### src/rtl/tinyqv_bus_router.sv
// TinyQV data-bus router: combinational memory passthrough plus a registered,
// handshaked path to NUM_PERIPH peripheral ports. Define TINYQV_BUS_TIMEOUT_EN for the peripheral wait timeout.
module tinyqv_bus_router #(
    parameter int NUM_PERIPH     = 4,
    parameter int PSEL_LSB       = 24,
    parameter int TIMEOUT_CYCLES = 255
) (
    input  logic                    clk,
    input  logic                    rst,
    input  logic [27:0]             cpu_addr,
    input  logic [1:0]              cpu_write_n,
    input  logic [1:0]              cpu_read_n,
    input  logic [31:0]             cpu_data_out,
    output logic                    cpu_ready,
    output logic [31:0]             cpu_data_in,
    output logic                    bus_err,
    output logic [1:0]              mem_write_n,
    output logic [1:0]              mem_read_n,
    input  logic                    mem_ready,
    input  logic [31:0]             mem_data,
    output logic [27:0]             per_addr,
    output logic [31:0]             per_data_out,
    output logic [2*NUM_PERIPH-1:0] per_write_n,
    output logic [2*NUM_PERIPH-1:0] per_read_n,
    input  logic [NUM_PERIPH-1:0]   per_ready,
    input  logic [32*NUM_PERIPH-1:0] per_data_in
);

    if (NUM_PERIPH < 1 || NUM_PERIPH > 16) begin : g_bad_num_periph
        $error("NUM_PERIPH must be 1..16");
    end
    if (PSEL_LSB < 0 || PSEL_LSB > 24) begin : g_bad_psel_lsb
        $error("PSEL_LSB must be 0..24");
    end
    if (TIMEOUT_CYCLES < 1 || TIMEOUT_CYCLES > 65535) begin : g_bad_timeout
        $error("TIMEOUT_CYCLES must be 1..65535");
    end

    typedef enum logic [1:0] {IDLE, PERIPH, DONE} state_t;

    typedef struct packed {
        logic [1:0] write_n;
        logic [1:0] read_n;
    } strobe_t;

    state_t      state_q, state_d;
    logic [3:0]  sel_q, sel_d;
    strobe_t     stb_q, stb_d;
    logic [27:0] addr_q, addr_d;
    logic [31:0] wdata_q, wdata_d;
    logic [31:0] rdata_q, rdata_d;
    logic        err_q, err_d;

`ifdef TINYQV_BUS_TIMEOUT_EN
    localparam logic [15:0] TIMEOUT_LIM = 16'(TIMEOUT_CYCLES);
    logic [15:0] cnt_q, cnt_d;
`endif

    logic        req;
    logic        is_mem;
    logic        mapped;
    logic [3:0]  psel;
    strobe_t     cpu_stb;
    logic        sel_ready;
    logic [31:0] sel_rdata;

    assign psel   = cpu_addr[PSEL_LSB+3:PSEL_LSB];
    assign is_mem = (cpu_addr[27:25] == 3'b000);
    assign mapped = ({28'd0, psel} < 32'(NUM_PERIPH));
    assign req    = (cpu_write_n != 2'b11) || (cpu_read_n != 2'b11);

    // A write suppresses a simultaneous read so targets only ever see one strobe.
    assign cpu_stb.write_n = cpu_write_n;
    assign cpu_stb.read_n  = (cpu_write_n != 2'b11) ? 2'b11 : cpu_read_n;

    always_comb begin
        sel_ready = 1'b0;
        sel_rdata = '0;
        for (int i = 0; i < NUM_PERIPH; i++) begin
            if (sel_q == 4'(i)) begin
                sel_ready = per_ready[i];
                sel_rdata = per_data_in[32*i +: 32];
            end
        end
    end

    for (genvar i = 0; i < NUM_PERIPH; i++) begin : g_port
        assign per_write_n[2*i +: 2] = (state_q == PERIPH && sel_q == 4'(i)) ? stb_q.write_n : 2'b11;
        assign per_read_n[2*i +: 2]  = (state_q == PERIPH && sel_q == 4'(i)) ? stb_q.read_n  : 2'b11;
    end

    assign per_addr     = addr_q;
    assign per_data_out = wdata_q;

    assign mem_write_n = (state_q == IDLE && is_mem) ? cpu_stb.write_n : 2'b11;
    assign mem_read_n  = (state_q == IDLE && is_mem) ? cpu_stb.read_n  : 2'b11;

    always_comb begin
        cpu_ready   = 1'b0;
        cpu_data_in = rdata_q;
        bus_err     = 1'b0;
        if (state_q == IDLE && req && is_mem) begin
            cpu_ready   = mem_ready;
            cpu_data_in = mem_data;
        end else if (state_q == DONE) begin
            cpu_ready = 1'b1;
            bus_err   = err_q;
        end
    end

    always_comb begin
        state_d = state_q;
        sel_d   = sel_q;
        stb_d   = stb_q;
        addr_d  = addr_q;
        wdata_d = wdata_q;
        rdata_d = rdata_q;
        err_d   = err_q;
`ifdef TINYQV_BUS_TIMEOUT_EN
        cnt_d   = cnt_q;
`endif
        unique case (state_q)
            IDLE: begin
                if (req && !is_mem) begin
                    if (mapped) begin
                        state_d = PERIPH;
                        sel_d   = psel;
                        stb_d   = cpu_stb;
                        addr_d  = cpu_addr;
                        wdata_d = cpu_data_out;
                        err_d   = 1'b0;
`ifdef TINYQV_BUS_TIMEOUT_EN
                        cnt_d   = '0;
`endif
                    end else begin
                        state_d = DONE;
                        rdata_d = 32'hFFFF_FFFF;
                        err_d   = 1'b1;
                    end
                end
            end
            PERIPH: begin
                // A response on the limit cycle still counts as a normal completion.
                if (sel_ready) begin
                    state_d = DONE;
                    rdata_d = sel_rdata;
                    err_d   = 1'b0;
                end
`ifdef TINYQV_BUS_TIMEOUT_EN
                else if (cnt_q == TIMEOUT_LIM) begin
                    state_d = DONE;
                    rdata_d = 32'hFFFF_FFFF;
                    err_d   = 1'b1;
                end else begin
                    cnt_d = cnt_q + 16'd1;
                end
`endif
            end
            DONE:    state_d = IDLE;
            default: state_d = IDLE;
        endcase
    end

    always_ff @(posedge clk) begin
        if (rst) begin
            state_q <= IDLE;
            sel_q   <= '0;
            stb_q   <= '{write_n: 2'b11, read_n: 2'b11};
            addr_q  <= '0;
            wdata_q <= '0;
            rdata_q <= '0;
            err_q   <= 1'b0;
`ifdef TINYQV_BUS_TIMEOUT_EN
            cnt_q   <= '0;
`endif
        end else begin
            state_q <= state_d;
            sel_q   <= sel_d;
            stb_q   <= stb_d;
            addr_q  <= addr_d;
            wdata_q <= wdata_d;
            rdata_q <= rdata_d;
            err_q   <= err_d;
`ifdef TINYQV_BUS_TIMEOUT_EN
            cnt_q   <= cnt_d;
`endif
        end
    end

endmodule

### config.mk
export PLATFORM = sky130hd
export DESIGN_NAME = tinyqv_bus_router
export DESIGN_NICKNAME = d
export VERILOG_FILES = /design/src/rtl/tinyqv_bus_router.sv
export SDC_FILE = /design/constraint.sdc
export NUM_CORES = 1
export LEC_CHECK = 0
export ABC_AREA = 1
export CORE_AREA = 8 8 128 130
export DETAILED_ROUTE_END_ITERATION = 10
export DIE_AREA = 0 0 136 138
export PLACE_DENSITY = 0.78
export SYNTH_ARGS = -nofsm -noshare
export SYNTH_HDL_FRONTEND = slang
export SYNTH_SLANG_ARGS = --single-unit
### constraint.sdc
create_clock -name clk -period 3.9 [get_ports clk]
set_input_delay 0.39 -clock clk [delete_from_list [all_inputs] [get_ports clk]]
set_output_delay 0.39 -clock clk [all_outputs]
set_load 0.02 [all_outputs]
==> flow_summary_export.csv <==
group,metric,value,unit
finish,layout.nets,1395,
floorplanning,design.die.area,0.01877,sq mm
pwr,p_leak,3.855,nW
timing,grt_setup_unrepaired,"false",
hold_path,hold_path.class,"reg -> reg",
place,portBuffers,344,
synthesis,synth.ff_latch_count,99,
synthesis,synth.distinct_cells,21,
grt,grt_max_degree,65,
routing,detail_route.wl_per_cell,17.39,um
routing,drt_first_iter_violations,289,
routing,final_antenna_net_count,0,
clock_network,hold_buffers,0,
timing,period_share,79.74,%
routing,drc,0,
floorplanning,die_w,136,um
synthesis,syn-cell-area,0.005171,sq mm
synthesis,syn_nets,1084,
timing,hold_viol,0,
grt,groute.usage.overall,24.15,%
clock_network,h-tree-depth,3,
routing,wl,23570,um
routing,firstDrtPassIters,4,
clock_network,clock_latency,340,ps
synthesis,synthMostInstantiatedCell,"nor2_1",
clock_network,cts_max_path_buffers,2,
finish,area_delta_synth_final,74.62,%
synthesis,synthTopCellsByCount,"224 x nor2_1, 181 x nand2_1, 99 x dfxtp_1",
worst_setup_path,critical_path_class,"in -> out",
pwr,peakVddDrop,0.2624,mV
routing,dr_total_vias,6592,
timing,final.setup_skew,4.459,ps
worst_setup_path,worstPathMaxFanout,64,
floorplanning,die_h,138,um
timing,clock.fmax,0.3216,GHz
worst_setup_path,cp-end-kind,"output pin",
worst_setup_path,worstSetupStartpointType,"primary input",
floorplanning,core,0.01431,sq mm
pwr,combPwrFrac,32.2,%
routing,via_per_inst,4.865,
grt,grt_pass1_vias,6428,
clock_network,cts_buffers,9,
finish,fin_util,63.09,%
floorplanning,rows,44,
worst_setup_path,required,3510,ps
pwr,swShare,31.10,%
grt,antenna_found_initial,1,
place,dp_hpwl,18110,um
synthesis,yosysTopAreaCell,"dfxtp_1",
timing,setup_violations,0,
status,status,"finished clean",
floorplanning,start_util,36.13,%
clock_network,postCtsSetupBuffers,0,
finish,fillers,1353,
finish,drive_gt1_share,3.596,%
pwr,internal-power,0.002055,W
synthesis,synth_flop_cell,"dfxtp_1",
synthesis,yosysSeqAreaShare,38.33,%
timing,maxSlewViolCount,0,
pwr,p_clk_share,29.4,%
pwr,power_density,330.3,mW/mm^2
clock_network,root_buffer,"clkbuf_16",
clock_network,cts_tree,"done",
timing,relSlewSlack,25.50,%
synthesis,synthTopCellsByArea,"dfxtp_1 38%, nor2_1 16%, nand2_1 13%",
place,gp_congestion,0.8622,
clock_network,path_clk_slew,70,ps
timing,finalCriticalPeriod,3110,ps
synthesis,avgSynthCellArea,6.062,sq um
clock_network,cts.sinks,99,
worst_setup_path,cp_data_arrival_time,2720,ps
synthesis,yosys_warnings,0,
timing,tns,0,ps
synthesis,synth_edf_count,0,
grt,grt.overflow.total,0,
pwr,switching_power,0.0009274,W
synthesis,synth_cells,853,
floorplanning,ios,345,
timing,worst_pin_slew,1116,ps
clock_network,ctsResizeCount,0,
synthesis,yosysTopAreaCellShare,38.33,%
synthesis,synthArstFlopShare,0,%
grt,grt_pass1_wl,35800,um
flow_run,cap_violations,0,
worst_setup_path,rrSetupSlack,1270,ps
pwr,seqPwrFrac,38.3,%
==> sequential cells by signal (all words and copies together) (netlist names) <==
signal / count
rdata_q: 32
state_q: 2
per_addr: 24
per_data_out: 32
sel_q: 4
stb_q: 4
err_q: 1
==> stage by stage <==
step	cell area [sq um]	instances	power (W)	hold slack, ps	setup slack [ps]
after floorplan	5171	853	0.001606	436.2	1805
after global placement	8735	1337	0.002120	453.5	891.4
after detailed placement	8735	1337	0.002133	482.6	808.8
after CTS	9022	1352	0.003015	498.7	806.6
after global routing	9025	1353	0.003138	525.8	570.2
final	9030	1355	0.002983	491.1	790.3
==> routing by layer <==
metal,part of all wire [%],vias to the layer above,GRT usage (%)
met2,47,285,40.19
met1,37,2951,25.99
met4,2.9,0,9.948
li1,-,3321,-
met3,13,35,10.72
met5,0,-,0
==> area by class of cell <==
type                            count  area, sq um  area share, %
Timing Repair Buffer              357         3553          39.35
Tap cell                          184        230.2          2.550
Sequential cell                    99         1982          21.95
Multi-Input combinational cell    632         2725          30.18
Clock inverter                      4        35.03         0.3880
Antenna cell                        3        7.507        0.08314
Inverter                           65        244.0          2.702
Clock buffer                       11        252.7          2.799
==> power groups by stage <==
stage / logic [W] / registers (W) / clock network, W
2_1_floorplan: 0.000391 / 0.00122 / 0
3_3_place_gp: 0.000958 / 0.00116 / 0
3_5_place_dp: 0.000967 / 0.00117 / 0
4_1_cts: 0.000972 / 0.00114 / 0.000899
5_1_grt: 0.00105 / 0.00115 / 0.000935
6_report: 0.000961 / 0.00114 / 0.000878
==> cells by family after synthesis <==
logic type | Yosys count | synth area share (%)
buffers and inverters | 122 | 9.509
AND/OR/NAND/NOR | 515 | 40.70
AO/OA/AOI/OAI | 117 | 11.47
flip-flops | 99 | 38.33
==> path summary, 6_finish.rpt <==
path,from,cells after the start,endpoint
setup / recovery,cpu_write_n[0],7,cpu_data_in[30]
hold / removal,stb_q[0]$_SDFFE_PP1P_,2,stb_q[0]$_SDFFE_PP1P_
setup reg to reg,sel_q[3]$_SDFFE_PP0P_,9,rdata_q[25]$_SDFFE_PP0P_
hold reg to reg,stb_q[0]$_SDFFE_PP1P_,2,stb_q[0]$_SDFFE_PP1P_
==> critical path, cell delays in order <==
cell and delay (ps):
clkdlybuf4s50_1 570, nand4_1 250, nand2_2 130, buf_4 470, nor2_1 90, a21oi_1 140
clkdlybuf4s50_1 620
==> placed cells by master (no fill, tap or decap) <==
cell type / instances
inv_1: 60
nand3b_1: 1
nand3_1: 85
inv_2: 5
nor2_2: 2
nor2_1: 222
clkdlybuf4s50_1: 344
nand4_1: 16
nor3_2: 1
clkbuf_8: 2
buf_4: 12
nor2_4: 3
clkinv_4: 3
nand2_2: 2
nor3_1: 1
buf_12: 1
o211ai_1: 3
o21ai_0: 59
nand3_2: 1
clkbuf_16: 9
inv_6: 1
a21oi_1: 55
dfxtp_1: 99
nor4_1: 1
nand2_1: 180
diode_2: 3
No activity file was read; power rests on OpenSTA's default activity.
==> patch (same flow settings) <==
Encoding of `state_t`: now one-hot (3 bits for 3 states).
--- a/src/rtl/tinyqv_bus_router.sv
+++ b/src/rtl/tinyqv_bus_router.sv
@@ -38,3 +38,3 @@
 
-    typedef enum logic [1:0] {IDLE, PERIPH, DONE} state_t;
+    typedef enum logic [2:0] {IDLE = 3'b001, PERIPH = 3'b010, DONE = 3'b100} state_t;
 
Function: no difference found for any inputs over 4 cycles, from zero or initial values and one cycle with rst high; so few cycles prove little.
==> patch against the original RTL <==
Non-clock buffer count fell by 1; register-to-register slack improved by 0.03 ns; setup slack got worse by 0.049 ns; sequential cell count rose by 1; die area did not move; largest power group is now combinational cells; total power rose by 16%; wire length rose by 4.8%; area after synthesis rose by 3.7%; combinational power rose by 39%; design area rose by 1.8%; via count rose by 2.7%.
==> patch: results <==
set metrics [dict create \
    wl_met2_mm 12.22 \
    grt_pass1_wl_mm 36.76 \
    reg2reg_to "rdata_q[2]" \
    min_to "stb_q[1]" \
    cp.arrival_ns 2.77 \
    pg_seq_mw 1.22 \
    place_hpwl_mm 18.96 \
    wl_met1_mm 8.597 \
    firstDrtPassIters 5 \
    met1_usage_pct 25.51 \
    drt_iter0_markers 483 \
    gp_congestion 0.9017 \
    synth_compound_area_share_pct 9.613 \
    synth_seq_area_share_pct 37.33 \
    nFillCells 1303 \
    syn_avg_cell_area_um2 6.279 \
    hold_ws_ns 0.4788 \
    p_seq_share_pct 35.2 \
    drive_gt1_share_pct 3.873 \
    layout.nets 1388 \
    ir_drop_uv 324.9 \
    drt-total-wl_mm 24.70 \
    reg2reg_depth 7 \
    regToRegSetupSlack_ns 1.30 \
    use_met2_pct 43.75 \
    wl_per_cell_um 18.28 \
    synthDistinctLibCells 19 \
    tightest_slew_ns 0.9472 \
    met3_length_mm 3.265 \
    clkPwrFrac_pct 26.1 \
    highest_layer "met5" \
    grt_max_degree 102 \
    clk_latency_ns 0.36 \
    holdCritStartpoint "stb_q[1]" \
    dp_cells 1330 \
    track_usage_pct 25.09 \
    intPower_mw 2.259 \
    status "finished, final reports clean" \
]
## patch: cell types whose count changed after synthesis, moves of 3 or more
cell      change
nand3_1      +82
nand3b_1     +31
inv_2         +4
buf_4         -3
nand4_1      -16
a21oi_1      -15
buf_2         +8
clkbuf_1      -5
buf_1         +6
inv_1        -14
nand2_1      -77
## patch: through the flow
stage / cell area, um2 / utilization (%) / worst slack (ns)
finish: 9194 / 64.23 / 0.7408
floorplan: 5363 / - / 1.811
detailed placement: 8876 / 62.01 / 0.6912
CTS: 9181 / 64.14 / 0.6907
global route: 9194 / 64.23 / 0.5406
global placement: 8876 / 62.01 / 0.7320
## patch: cell families after synthesis
| logic type | count (synthesis) |
|---|---|
| compound gates | 102 |
| buf+inv | 119 |
| flops | 100 |
| simple gates | 533 |
## patch: cell type report
class	instances	share of cell area [%]
antenna	5	0.1361
sequential	100	21.77
inverter	55	2.246
timing repair buffer	356	38.57
tap	184	2.504
multi-input combinational	635	31.45
clock buffer	9	2.450
clock inverter	7	0.8710
## patch: worst max-delay path by stage
stage                                  to    startpoint  slack (ns)
after CTS                  cpu_data_in[6]  cpu_addr[27]        0.69
after floorplan           cpu_data_in[10]  cpu_addr[27]        1.81
after detailed placement   cpu_data_in[6]  cpu_addr[27]        0.69
after global placement     cpu_data_in[6]  cpu_addr[27]        0.73
final                      cpu_data_in[6]  cpu_addr[27]        0.74
after global routing      cpu_data_in[23]  cpu_addr[27]        0.54
## patch: worst max-delay path, stage by stage
cell and delay, ns:
clkdlybuf4s50_1 0.40, nor2_1 0.21, nand2_1 0.11, nor2_1 0.40, nand2_2 0.07, buf_4 0.30
a21oi_1 0.24, clkdlybuf4s50_1 0.63
